<file path="config.mk">
export PLATFORM = sky130hd
export DESIGN_NAME = autoconfig_sequencer
export DESIGN_NICKNAME = d
export VERILOG_FILES = /design/src/rtl/autoconfig_pkg.sv /design/src/rtl/autoconfig_rom.sv /design/src/rtl/autoconfig_sequencer.sv
export SDC_FILE = /design/constraint.sdc
export NUM_CORES = 1
export LEC_CHECK = 0
export ABC_CLOCK_PERIOD_IN_PS = 3500
export CELL_PAD_IN_SITES_DETAIL_PLACEMENT = 2
export CELL_PAD_IN_SITES_GLOBAL_PLACEMENT = 2
export CORE_ASPECT_RATIO = 2
export CORE_MARGIN = 10
export CORE_UTILIZATION = 26
export DETAILED_ROUTE_END_ITERATION = 8
export GPL_TIMING_DRIVEN = 0
export PLACE_DENSITY_LB_ADDON = 0.15
export SYNTH_ARGS = -nofsm -noshare
export SYNTH_HDL_FRONTEND = slang
export SYNTH_SLANG_ARGS = --single-unit
export TNS_END_PERCENT = 1
</file>
<file path="constraint.sdc">
create_clock -name CLK -period 3.5 [get_ports CLK]
set_input_delay 0.875 -clock CLK [delete_from_list [all_inputs] [get_ports CLK]]
set_output_delay 0.875 -clock CLK [all_outputs]
set_load 0.03 [all_outputs]
</file>
<file path="src/rtl/autoconfig_pkg.sv">
// Shared constants for the Zorro II autoconfig sequencer.
// Holds state codes, register offsets, the config window and board ROM images.
package autoconfig_pkg;

    localparam int NIB_W = 4;

    localparam logic [1:0] ST_IDLE = 2'd0;
    localparam logic [1:0] ST_WAIT = 2'd1;
    localparam logic [1:0] ST_ACK  = 2'd2;
    localparam logic [1:0] ST_HOLD = 2'd3;

    localparam logic [5:0] ZA_BASE_HI = 6'h24;
    localparam logic [5:0] ZA_BASE_LO = 6'h25;
    localparam logic [5:0] ZA_SHUTUP  = 6'h26;

    localparam logic [15:0] ZWINDOW = 16'h00E8;

    // Board 0 is the RAM image; higher boards share its layout with other ids.
    function automatic logic [NIB_W-1:0] rom_nibble(
        input logic [1:0] board,
        input logic [5:0] za
    );
        logic [NIB_W-1:0] n;
        n = 4'hF;
        case (za)
            6'h00: n = (board == 2'd0) ? 4'hA : 4'hD;
            6'h01: n = (board == 2'd0) ? 4'h2 : 4'h1;
            6'h03: n = 4'hC;
            6'h04: n = 4'h4;
            6'h08: n = 4'hE;
            6'h09: n = 4'hC;
            6'h0A: n = 4'h2;
            6'h0B: n = 4'h7;
            6'h11: n = 4'hE;
            6'h12: n = 4'hB;
            6'h13: n = 4'h5 + {2'b00, board};
            default: n = 4'hF;
        endcase
        return n;
    endfunction

endpackage

</file>
<file path="src/rtl/autoconfig_rom.sv">
// Autoconfig ROM lookup: board index and zaddr to a data nibble.
// Purely combinational; the sequencer registers the result.
module autoconfig_rom
    import autoconfig_pkg::*;
(
    input  logic [1:0]       board,
    input  logic [5:0]       zaddr,
    output logic [NIB_W-1:0] nibble
);

    assign nibble = rom_nibble(board, zaddr);

endmodule

</file>
<file path="src/rtl/autoconfig_sequencer.sv">
// Zorro II autoconfig sequencer: walks the board chain through the $E80000
// window, latches assigned bases and times the cycle acknowledge.
module autoconfig_sequencer
    import autoconfig_pkg::*;
#(
    parameter int NUM_BOARDS = 2,
    parameter int ACK_WAIT   = 2,
    parameter int ROM_BITS   = 4
) (
    input  logic                    CLK,
    input  logic                    RESET,
    input  logic                    AS20,
    input  logic                    DS20,
    input  logic                    RW20,
    input  logic [31:0]             A,
    input  logic [ROM_BITS-1:0]     DIN,
    output logic [ROM_BITS-1:0]     DOUT,
    output logic                    DOE,
    output logic                    ACK,
    output logic                    ACCESS,
    output logic [4*NUM_BOARDS-1:0] BASE,
    output logic [NUM_BOARDS-1:0]   CONFIGURED,
    output logic [NUM_BOARDS-1:0]   SHUTUP,
    output logic                    CFG_DONE
);

    // ACK_WAIT of zero skips WAIT entirely so ACK lands 3 clocks after strobes.
    localparam bit         SKIP_WAIT = (ACK_WAIT == 0);
    localparam logic [2:0] WAIT_LOAD = SKIP_WAIT ? 3'd0 : 3'(ACK_WAIT - 1);

    logic       as_s1, as_s, ds_s1, ds_s;
    logic [1:0] state;
    logic [2:0] count;
    logic [1:0] cur, nxt_cur;
    logic       rd;
    logic [5:0] za;
    logic [3:0] stage;
    logic [3:0] rom_nib;
    logic       hit, start;
    logic       unused_ok;

    assign unused_ok = ^{A[15:7], A[0], stage};

    assign CFG_DONE = &(CONFIGURED | SHUTUP);
    assign hit      = (A[31:16] == ZWINDOW) && !CFG_DONE;
    assign ACCESS   = !hit;
    assign start    = !as_s && !ds_s && hit;
    assign ACK      = (state == ST_ACK) || (state == ST_HOLD);
    assign DOE      = rd && (state != ST_IDLE);

    always_comb begin
        nxt_cur = 2'd0;
        for (int i = NUM_BOARDS - 1; i >= 0; i--) begin
            if (!(CONFIGURED[i] | SHUTUP[i])) nxt_cur = 2'(i);
        end
    end

    autoconfig_rom u_rom (
        .board  (cur),
        .zaddr  (A[6:1]),
        .nibble (rom_nib)
    );

    always_ff @(posedge CLK) begin
        if (RESET) begin
            as_s1 <= 1'b1;
            as_s  <= 1'b1;
            ds_s1 <= 1'b1;
            ds_s  <= 1'b1;
        end else begin
            as_s1 <= AS20;
            as_s  <= as_s1;
            ds_s1 <= DS20;
            ds_s  <= ds_s1;
        end
    end

    always_ff @(posedge CLK) begin
        if (RESET) begin
            state      <= ST_IDLE;
            count      <= 3'd0;
            cur        <= 2'd0;
            rd         <= 1'b0;
            za         <= 6'd0;
            stage      <= 4'd0;
            DOUT       <= 4'hF;
            BASE       <= '0;
            CONFIGURED <= '0;
            SHUTUP     <= '0;
        end else begin
            case (state)
                ST_IDLE: begin
                    cur <= nxt_cur;
                    if (start) begin
                        rd    <= RW20;
                        za    <= A[6:1];
                        count <= WAIT_LOAD;
                        state <= SKIP_WAIT ? ST_ACK : ST_WAIT;
                        if (RW20) DOUT <= rom_nib;
                    end
                end
                ST_WAIT: begin
                    if (as_s) state <= ST_IDLE;
                    else if (count == 3'd0) state <= ST_ACK;
                    else count <= count - 3'd1;
                end
                ST_ACK: begin
                    state <= ST_HOLD;
                    if (!rd) begin
                        for (int i = 0; i < NUM_BOARDS; i++) begin
                            if (cur == 2'(i)) begin
                                if (za == ZA_BASE_HI) begin
                                    BASE[4*i +: 4] <= DIN;
                                    CONFIGURED[i]  <= 1'b1;
                                end
                                if (za == ZA_SHUTUP) SHUTUP[i] <= 1'b1;
                            end
                        end
                        if (za == ZA_BASE_LO) stage <= DIN;
                    end
                end
                ST_HOLD: begin
                    if (as_s) begin
                        state <= ST_IDLE;
                        rd    <= 1'b0;
                    end
                end
                default: state <= ST_IDLE;
            endcase
        end
    end

endmodule

</file>
* Word level (Yosys, flattened, before mapping)
Cells that the tools add are included.
** Operators by class
- $add $sub $neg :: 2
- Eq/ne operators :: 22
- Multiplexer cells :: 17
- Bitwise logic cells :: 4
- Reduce and logical (&&, ||, !) cells :: 28
** Operator list (number)
- one-hot mux 4 bit (9 select lines) :: 1
- == test 6 x 4 -> 1 bit, second input constant :: 4
- AND reduction 4 bit :: 5
- == test 6 x 5 -> 1 bit, second input constant :: 3
- == test 16 x 8 -> 1 bit, second input constant :: 1
- == test 6 bit, second input constant :: 2
- 2-to-1 mux 2 bit :: 6
- 2-to-1 mux 3 bit :: 4
- AND reduction 3 bit :: 3
- inequality test 2 bit, second input constant :: 4
- one-hot mux 2 bit (4 select lines) :: 1
- == test 6 x 1 -> 1 bit, second input constant :: 1
- == test 6 x 2 -> 1 bit, second input constant :: 1
- == test 6 x 3 -> 1 bit, second input constant :: 1
- zero test 6 bit :: 1
- one-hot mux 3 bit (2 select lines) :: 1
- nonzero test 2 bit :: 3
- adder 3 x 2 -> 4 bit, first input constant :: 1
- == test 2 x 1 -> 1 bit, second input constant :: 2
- == test 2 bit, second input constant :: 2
- logical AND 1 bit :: 4
- zero test 1 bit :: 4
- zero test 2 bit :: 2
- AND reduction 2 bit :: 2
- other kinds (10) :: 14
** Storage, ports and cells
- Bits in registers :: 34
- Bits of input ports :: 41
- Logic and storage cells :: 89

* Depth between registers and ports, before layout
- Depth in word-level cells :: 7
- Mapped depth :: 7

* Modules after synthesis
A second synthesis with hierarchy kept.
** Unflattened totals
- Cell total of the unflattened synthesis :: 209
- Area total of the unflattened synthesis :: 1795.5 um2
** By module, submodules not included
- autoconfig_sequencer :: instances 1, cells each 163, area each 1522.7 um2, seq. area each 660.6 um2
- autoconfig_rom :: instances 1, cells each 46, area each 272.8 um2, seq. area each 0.0 um2

* Worst setup path before layout
OpenSTA, ideal clock, no wires.
- Kind :: input to output
- Start point :: input port A[16]
- End point :: output port ACCESS
- Arrival time :: 1713 ps
- Required time :: 2625 ps
- Setup slack :: 912 ps
- Cell stages on the path :: 3
- Path buffers :: 0
- Cell sequence :: nor4_1 > nand4_1 > or3_1
** Between the ends
- Word-level cells in the longest chain between the ends :: 3
** Ends and longest elaborated chain
- from (decl) :: RTL line autoconfig_sequencer.sv:15 : input logic [31:0] A,
- == test 16 x 8 -> 1 bit :: RTL line autoconfig_sequencer.sv:45 : assign hit = (A[31:16] == ZWINDOW) && !CFG_DONE;
- logical AND 1 bit :: RTL line autoconfig_sequencer.sv:45
- zero test 1 bit :: RTL line autoconfig_sequencer.sv:46 : assign ACCESS = !hit;
- to (decl) :: RTL line autoconfig_sequencer.sv:20 : output logic ACCESS,
Every way passes these cells.

* Worst setup path after layout
Same ends and word-level chain as after synthesis.

==> flow_summary.ini <==
[place]
port_buffers = 47
post-dp-hpwl_um = 4280
post-place-ws_ns = -0.193
dpl.cell_count = 295
gp_congestion = 0.688

[worst_hold_path]
holdPathEnd = as_s$_SDFF_PP1_
hp-class = register to register
hold_start = as_s1$_SDFF_PP1_
worstHoldPathCells = 1

[logic_synthesis]
syn_inst = 185
ys_seq_elements = 33
synthArstFlopShare_pct = 0
synth.distinct_cells = 39
syn_area_per_cell_um2 = 8.59
synth.largest_area_cell = dfxtp_1
yosysTopAreaCellShare_pct = 41.6
yosys-top-cells-area = dfxtp_1, mux2i_1, nor2_1, nor4_1, nor3_1
yosys_warnings = 0
seq_area_frac_synth_pct = 41.6
synth_nets = 228
synth_area_um2 = 1590
ys.flop_type = dfxtp_1
synth_edf_count = 0

[final_layout]
fillCellCount = 695
instances_no_fill = 302
nNetsFinal = 282
fin_util_pct = 38.4
drive_above_1_share_pct = 7.11
area_delta_synth_final_pct = 43.9
n_antenna_cell = 0

[global_routing]
track_usage_pct = 11.6
grt_pass1_vias = 1779
gr-total-overflow = 0
grt_first_pass_wirelength_um = 8790
antenna_found_initial = 0
grt_max_degree = 11

[critical_path]
reg2reg_to = za[5]$_SDFFE_PP0P_
cp-start-kind = input port
worstPathArrival_ns = 2.51
r2r_setup_slack_ns = 1.36
reg2reg_from = state[0]$_SDFFE_PP0P_
crit_required_ns = 2.62
cp-end-kind = output port
critical_path_class = input port to output port
rr_worst_depth = 5
cp_max_fo = 2

[timing]
rsz0062_at_grt = false
worstMarginPinSlew_ns = 0.921
setup_viol = 0
slew-limit-headroom_pct = 38.3
worst_slack_ns = 0.116
finalHoldViolCount = 0
fmax_mhz = 296
fin_crit_ns = 3.38
setup_tns_ns = 0
report.final.slew_viol_count = 0
skew_ns = 0.00391
fin_crit_sh_pct = 96.7

[power_and_ir_drop]
switching_share_pct = 21.9
leakage_uw = 0.000768
p_int_uw = 703
combPwrFrac_pct = 9.5
power_density_nw_per_um2 = 394
p_sw_uw = 197
pwr-share-clk_pct = 47.6
ir_drop_v = 0.000268
power_frac_seq_pct = 42.8

[cts]
root_buffer = clkbuf_16
cts_tree = done
ctsHtreeMaxLevel = 2
hold_buffers = 0
clkTransAtPathRegs_ns = 0.05
cts-buffers-inserted = 5
clockBufferDepth = 2
clkLatencyLatePin_ns = 0.28
cts.sinks = 33

[route]
detail_route.wl_per_cell_um = 17.6
vias = 1568
wl_um = 5320
dr.pass1.iters = 4
drc = 0
drt_iter0_markers = 20
drtAntennaViolNets = 0
routed_via_density = 5.19

[floorplanning]
rows = 40
die_w_um = 75.3
ios = 61
die_h_um = 131
start_util_pct = 26.7
coreArea_um2 = 5960
die-area_um2 = 9830

[run]
maxCapViolCount = 0

[outcome]
status = complete, no violations
## how the worst max path moves through the flow
stage              to   from  slack [ns]  cells past startpoint
3_5_place_dp   ACCESS  A[16]       -0.19                      5
6_report       ACCESS  A[16]        0.12                      5
3_3_place_gp   ACCESS  A[16]       -0.25                      5
5_1_grt        ACCESS  A[16]       0.007                      5
2_1_floorplan  ACCESS  A[16]        0.91                      3
4_1_cts        ACCESS  A[16]        0.05                      5
## cells in the mapped netlist (4+ instances only)
library cell and instances:
a21oi_1 8, a31oi_1 5, clkbuf_1 10, dfxtp_1 33, inv_1 8, mux2i_1 15, nand2_1 8, nand3_1 4
nor2_1 33, nor3_1 9, nor4_1 9, or2_2 4
## cell usage in the layout, fill, tap and decap left out, types with 2 or more instances in the layout
master / netlist / routed
clkdlybuf4s50_1: 0 / 46
nor3b_1: 3 / 3
nor4b_1: 2 / 2
a221oi_1: 2 / 2
nor2b_1: 2 / 2
ha_1: 2 / 2
o21ai_0: 3 / 3
nand2b_1: 3 / 3
nand2_1: 8 / 8
nor2_1: 33 / 33
mux2i_1: 15 / 15
or3_1: 2 / 2
clkbuf_16: 0 / 5
nor3_1: 9 / 9
inv_1: 8 / 8
a21oi_1: 8 / 8
dfxtp_1: 33 / 33
or2_2: 4 / 4
a31oi_1: 5 / 5
nand3_1: 4 / 4
a211oi_1: 2 / 2
clkbuf_1: 10 / 11
nor4_1: 9 / 8
## critical path, cell delays in order
cell and delay [ns]:
clkdlybuf4s50_1 0.45, nor4_2 0.31, nand4_1 0.13, or3_1 0.37, dlygate4sd2_1 0.37
## sequential cells by signal, indices dropped and copies added (netlist names), named ones only
register,count
za,6
SHUTUP,2
state,1
CONFIGURED,2
as_s1,1
rd,1
count,3
DOUT,4
ds_s,1
BASE,8
cur,1
ds_s1,1
as_s,1
## layer usage
layer  vias to the layer above  track usage, %  share of wire, %
met5                         -               0                 0
met4                         0            5.50               2.4
met3                         9            3.93               7.7
met2                        42            21.7                56
met1                       749            10.6                34
li1                        768               -                 -
## repair_timing
| item | in CTS | in global routing |
|---|---|---|
| cloned | 0 | 0 |
| buffers inserted | 0 | 0 |
| gates resized for setup | 1 | 1 |
| pin swaps | 0 | 0 |
| endpoints found under the setup margin | 1 | 1 |
## through the flow
| step | power [µW] | cell area, µm² | hold slack [ns] |
|---|---|---|---|
| 2_1_floorplan | 428 | 1590 | 0.389 |
| 3_3_place_gp | 479 | 2140 | 0.392 |
| 3_5_place_dp | 480 | 2140 | 0.402 |
| 4_1_cts | 913 | 2280 | 0.415 |
| 5_1_grt | 940 | 2290 | 0.441 |
| 6_report | 900 | 2290 | 0.410 |
## logic make-up (layout without fill, tap and decap cells)
kind of cell,count (synthesis),after routing,share of synthesized area [%]
muxes,16,16,10.2
adders and majority gates,2,2,1.57
and+or+nand+nor,87,87,30.2
DFF,33,33,41.6
AOI/OAI and AO/OA,27,27,11.1
buffers and inverters,18,72,4.25
xor gates and xnor gates,2,2,1.10
## area by class of cell
cell class / count / area, µm² / area share (%)
Sequential cell: 33 / 661 / 28.9
Tap cell: 63 / 78.8 / 3.45
Clock buffer: 7 / 143 / 6.24
Inverter: 8 / 30.0 / 1.31
Multi-Input combinational cell: 134 / 867 / 37.9
Buffer: 10 / 37.5 / 1.64
Timing Repair Buffer: 47 / 469 / 20.5
## power groups by stage
stage | Combinational (µW) | Clock (µW) | Sequential, µW
6_report | 85.8 | 429 | 386
5_1_grt | 95.4 | 459 | 386
4_1_cts | 87.1 | 440 | 386
3_5_place_dp | 86.6 | 0 | 393
3_3_place_gp | 85.8 | 0 | 393
2_1_floorplan | 36.0 | 0 | 391
Power figures use the tool's default switching activity.
